[config.mk]
export PLATFORM = sky130hd
export DESIGN_NAME = button_controller
export DESIGN_NICKNAME = d
export VERILOG_FILES = /design/src/rtl/button_controller.sv
export SDC_FILE = /design/constraint.sdc
export NUM_CORES = 1
export LEC_CHECK = 0
export BUFFER_PORTS_ARGS = -buffer_cell sky130_fd_sc_hd__clkbuf_2
export CORE_MARGIN = 1.5
export CORE_UTILIZATION = 39
export DETAILED_ROUTE_END_ITERATION = 12
export SETUP_SLACK_MARGIN = 0.1
export SLEW_MARGIN = 20
export SYNTH_ARGS = -nofsm -noshare
export SYNTH_HDL_FRONTEND = slang
export SYNTH_SLANG_ARGS = --single-unit
[constraint.sdc]
create_clock -name clk -period 3.3 [get_ports clk]
set_clock_uncertainty 0.15 [all_clocks]
set_input_delay 0.165 -clock clk [delete_from_list [all_inputs] [get_ports clk]]
set_output_delay 0.165 -clock clk [all_outputs]
set_load 0.01 [all_outputs]
[src/rtl/button_controller.sv]
// button_controller: conditions raw game-pad pins for the CPU register bus.
// Per button: two-flop synchronizer, counter debouncer, sticky press-event latch.
// Registers: LEVEL_INDEX returns debounced levels, EVENT_INDEX returns latched
// press events and clears them on the same edge.
// Optional macro BUTTON_REPEAT_EN adds per-button auto-repeat events while held.
module button_controller #(
  parameter int unsigned NUM_BUTTONS     = 4,
  parameter int unsigned DEBOUNCE_CYCLES = 250000,
  parameter int unsigned LEVEL_INDEX     = 0,
  parameter int unsigned EVENT_INDEX     = 2,
  parameter int unsigned REPEAT_DELAY    = 12500000,
  parameter int unsigned REPEAT_PERIOD   = 2500000
) (
  input  logic                   clk,
  input  logic                   reset_n,
  input  logic [NUM_BUTTONS-1:0] buttons,
  input  logic                   register_read,
  input  logic [6:0]             register_index,
  output logic [15:0]            read_data_o,
  output logic                   read_hit_o,
  output logic [NUM_BUTTONS-1:0] levels_o
);

  localparam int unsigned CW = $clog2(DEBOUNCE_CYCLES);
  localparam logic [CW-1:0] DB_LAST = CW'(DEBOUNCE_CYCLES - 1);

  logic [NUM_BUTTONS-1:0] sync0;
  logic [NUM_BUTTONS-1:0] sync1;
  logic [NUM_BUTTONS-1:0] stable;
  logic [NUM_BUTTONS-1:0] stable_next;
  logic [NUM_BUTTONS-1:0] rise;
  logic [NUM_BUTTONS-1:0] events;
  logic [NUM_BUTTONS-1:0] repeat_fire;
  logic [CW-1:0]          db_count [NUM_BUTTONS];

  logic level_read;
  logic event_read;

  assign level_read = register_read && (register_index == 7'(LEVEL_INDEX));
  assign event_read = register_read && (register_index == 7'(EVENT_INDEX));
  assign levels_o   = stable;

  // Two-flop synchronizer on the asynchronous pins.
  always_ff @(posedge clk or negedge reset_n) begin
    if (!reset_n) begin
      sync0 <= '0;
      sync1 <= '0;
    end else begin
      sync0 <= buttons;
      sync1 <= sync0;
    end
  end

  // Next stable level: accept sync1 once it has differed for DEBOUNCE_CYCLES.
  always_comb begin
    stable_next = stable;
    for (int unsigned i = 0; i < NUM_BUTTONS; i++) begin
      if ((sync1[i] != stable[i]) && (db_count[i] == DB_LAST))
        stable_next[i] = sync1[i];
    end
    rise = stable_next & ~stable;
  end

  // Debounce counters and stable levels.
  always_ff @(posedge clk or negedge reset_n) begin
    if (!reset_n) begin
      stable <= '0;
      for (int unsigned i = 0; i < NUM_BUTTONS; i++) db_count[i] <= '0;
    end else begin
      stable <= stable_next;
      for (int unsigned i = 0; i < NUM_BUTTONS; i++) begin
        if (sync1[i] == stable[i] || db_count[i] == DB_LAST)
          db_count[i] <= '0;
        else
          db_count[i] <= db_count[i] + 1'b1;
      end
    end
  end

`ifdef BUTTON_REPEAT_EN
  localparam int unsigned RMAX = (REPEAT_DELAY > REPEAT_PERIOD) ? REPEAT_DELAY : REPEAT_PERIOD;
  localparam int unsigned RW   = $clog2(RMAX) + 1;

  logic [RW-1:0]          rp_count [NUM_BUTTONS];
  logic [NUM_BUTTONS-1:0] in_period;

  // Repeat fires when the held counter reaches the current interval end.
  always_comb begin
    repeat_fire = '0;
    for (int unsigned i = 0; i < NUM_BUTTONS; i++) begin
      if (stable[i]) begin
        if (in_period[i])
          repeat_fire[i] = (rp_count[i] == RW'(REPEAT_PERIOD - 1));
        else
          repeat_fire[i] = (rp_count[i] == RW'(REPEAT_DELAY - 1));
      end
    end
  end

  // Repeat counters: run while held, reload on fire, clear on release.
  always_ff @(posedge clk or negedge reset_n) begin
    if (!reset_n) begin
      in_period <= '0;
      for (int unsigned i = 0; i < NUM_BUTTONS; i++) rp_count[i] <= '0;
    end else begin
      for (int unsigned i = 0; i < NUM_BUTTONS; i++) begin
        if (!stable[i]) begin
          rp_count[i]  <= '0;
          in_period[i] <= 1'b0;
        end else if (repeat_fire[i]) begin
          rp_count[i]  <= '0;
          in_period[i] <= 1'b1;
        end else begin
          rp_count[i] <= rp_count[i] + 1'b1;
        end
      end
    end
  end
`else
  assign repeat_fire = '0;
`endif

  // Event latch and register read port; new events are OR'd in after the clear.
  always_ff @(posedge clk or negedge reset_n) begin
    if (!reset_n) begin
      events      <= '0;
      read_data_o <= '0;
      read_hit_o  <= 1'b0;
    end else begin
      events <= (event_read ? '0 : events) | rise | repeat_fire;
      if (level_read) begin
        read_data_o <= 16'(stable);
        read_hit_o  <= 1'b1;
      end else if (event_read) begin
        read_data_o <= 16'(events);
        read_hit_o  <= 1'b1;
      end else begin
        read_hit_o <= 1'b0;
      end
    end
  end

endmodule

==> metrics.md <==
| Metric | Value |
|---|---|
| Clock Latency Late Sink | 340 ps |
| Chip height | 110 um |
| Setup Fix Bufs, Post-CTS | 0 |
| Slew HR | between 50% and 60% |
| R2r setup slk | 1020 ps |
| Core Area | roughly 11,000 um^2 |
| Routed wire length | ~8 mm |
| Total grt overflow | 0 |
| IO Count | 35 |
| Die area | 12,000 um^2 |
| WL per Instance | ~13 um |
| Leakage | 0.00204 uW |
| Pre-CTS WS | 1030 ps |
| Status | completed |
| Syn_area_per_cell | roughly 10 um^2 |
| Worst hold path type | input pin to register |
| Slew Limit Fails | 0 |
| RePlAce Congestion | roughly 0.8 |
| Post-Syn Area | roughly 4400 um^2 |
| HPWL Detailed | 5.54 mm |
| Vias per std cell | approximately 5.2 |
| Worst Min Path Start | register_index[1] |
| Startpoint class of the critical path | register |
| Clk slew on worst S/H paths | around 60 ps |
| FF-to-FF Start | db_count[18] |
| Max clock buf depth | 2 |
| Initial antenna violation count | 0 |
| Reg2Reg Capture Point | db_count[26] |
| Fmax | between 400 and 500 MHz |
| Tcrit/Tclk final | 69.0% |
| Drt pass-1 iters | 5 |
| Inserted Clock Buffers | 9 |
| Vias in the first global route | about 3,000 |
| Hold Path Depth | 3 |
| CP max FO | 10 |
| Yosys reg bits | 93 |
| Unique masters post-synth | 37 |
| CP Class | register to register |
| Critical path data required time | 3380 ps |
| Register area share after synthesis | between 50 and 60% |
| Iteration-0 DRC Markers | approximately 110 |
| CTS tree | done |
| Nets@finish | slightly below 500 |
| Via count | about 3,200 |
| Prevailing post-synth register cell | dfrtp_1 |
| First-pass GRT wire length | ~14 mm |
| Largest net degree at the start of global routing | about 50 |
| Clock sink count | 93 |
| Post-synth EDFFs | 0 |
| Hold Path Sink | read_data_o[0] |
| Minimum clock period | ~2300 ps |
| Ratio of cells with drive above 1 in the final layout | 11.3% |
| Max VDD drop | around 0.0003 V |
| Final hold violation count | 0 |
| Diode count | 0 |
| Worst Tran Pin Value | between 600 and 700 ps |
| Final setup viols | 0 |
| WHS | 130 ps |
| Die X | between 100 and 150 um |
| Area Overhead vs Synth | 13.6% |
| H-tree Lvls | 3 |
| P per Cell Area | ~470 nW/um^2 |
| FP Rows | 38 |
| All-layer global routing usage | approximately 15% |
| Clock root buffer | clkbuf_16 |
| PnR worst setup slack | 1020 ps |
| Max-cap violation count | 0 |
| Syn. warnings | 0 |
| I/O Buffers | 22 |
| Post-route setup TNS | 0 ps |
| Syn Inst Count | about 440 |
| Post-synth ARST share | 100% |
| Remaining routing DRC violations | 0 |
| Unrepaired setup endpoints after global routing | false |
| Starting density of the core | between 40% and 50% |
| Crit. End Element | register |
| Final ANT Viol Nets | 0 |
| Worst Reg-to-Reg Cells | 5 |
| Worst Path Arrival | around 2400 ps |
[through the flow]
step	area [um^2]	util [%]	power, uW	std cells
floorplan	4490	-	1240	452
CTS	5050	46.0	2380	620
global route	5050	46.0	2450	620
finish	5050	46.0	2350	620
global placement	4680	42.7	1270	600
detailed placement	4680	42.7	1280	600
[layer usage]
layer | vias to the layer above | routed length [um] | GRT usage, %
met5 | - | 0 | 0
met4 | 0 | 177 | 6.12
met3 | 16 | 281 | 3.79
met2 | 60 | 3540 | 22.3
met1 | 1545 | 4050 | 21.1
li1 | 1579 | - | -
[worst max path at each step]
stage / end / startpoint / cells after the start / slack (ps)
global placement: db_count[22] / db_count[18] / 5 / 1110
finish: db_count[26] / db_count[18] / 5 / 1020
CTS: db_count[26] / db_count[18] / 5 / 1020
global route: db_count[22] / db_count[18] / 5 / 840
floorplan: levels_o[3] / db_count[11] / 4 / 1200
detailed placement: db_count[23] / db_count[18] / 5 / 1030
[registers in the layout (all words and copies together), names as in the netlist]
name,flops
read_data_o,4
sync0,4
db_count,72
sync1,4
events,4
read_hit_o,1
levels_o,4
[synthesized netlist by cell type (all sizes together), types with 3 or more instances]
cell / number / area, um^2
nand4: 17 / 106
inv: 18 / 67.6
mux2i: 5 / 50.1
a32o: 3 / 30.0
nor4: 24 / 150
nor2: 77 / 289
buf: 15 / 111
nor4b: 5 / 43.8
and3: 3 / 18.8
xnor2: 45 / 394
o21ai: 11 / 66.3
nor3: 16 / 80.1
ha: 4 / 50.1
clkbuf: 4 / 15.0
nand2: 25 / 93.8
dfrtp: 93 / 2330
nand3: 28 / 150
xor2: 15 / 131
a21oi: 6 / 30.0
mux2: 4 / 45.0
or4: 7 / 60.1
or3: 3 / 18.8
[power by group]
group,internal [uW],switching (uW)
logic,29.1,56.6
clock network,659,432
registers,1160,15.1
total,1840,504
[cells by family (layout without fill, tap and decap cells)]
logic type | count (synthesis) | in the layout | synth area share, %
buf+inv | 37 | 65 | 4.36
simple gates | 211 | 211 | 23.8
xor+xnor | 60 | 60 | 11.8
other cells | 1 | 12 | 0.0844
compound gates | 26 | 26 | 4.31
fa+ha+maj | 4 | 4 | 1.13
mux | 9 | 9 | 2.14
flops | 93 | 93 | 52.4
[worst max-delay path: stages (launching register included)]
cell     delay (ps)
dfrtp_1         400
ha_1            200
nand3_1         290
o41ai_2         760
buf_4           290
nor2_1           60
[placed cells by master (no fill, tap or decap), types with 6 or more instances in the layout]
cell,Yosys,final
dfrtp_1,93,93
nor2_1,77,77
xnor2_1,45,45
nand3_1,26,26
nand2_1,25,25
nor4_1,24,24
clkbuf_2,0,21
inv_1,18,18
nand4_1,17,17
nor3_1,16,16
xor2_1,15,15
conb_1,1,12
o21ai_0,9,9
clkbuf_16,0,9
a21oi_1,6,6
buf_4,12,6
[layout make-up]
cell class,count,area [um^2]
multi-input cells,322,1960
inverters,18,67.6
flip-flops and latches,93,2330
clock buffers,9,225
repair buffers,32,200
well taps,140,175
fillers,1022,5930
clock inverters,6,88.8
[what timing repair did]
| item | in CTS | in global routing |
|---|---|---|
| hold buffers | 5 | 0 |
| gates resized for setup | 0 | 0 |
| hold endpoints to repair | 50 | 0 |
| endpoints found under the setup margin | 0 | 0 |
(Power assumes the default switching activity.)
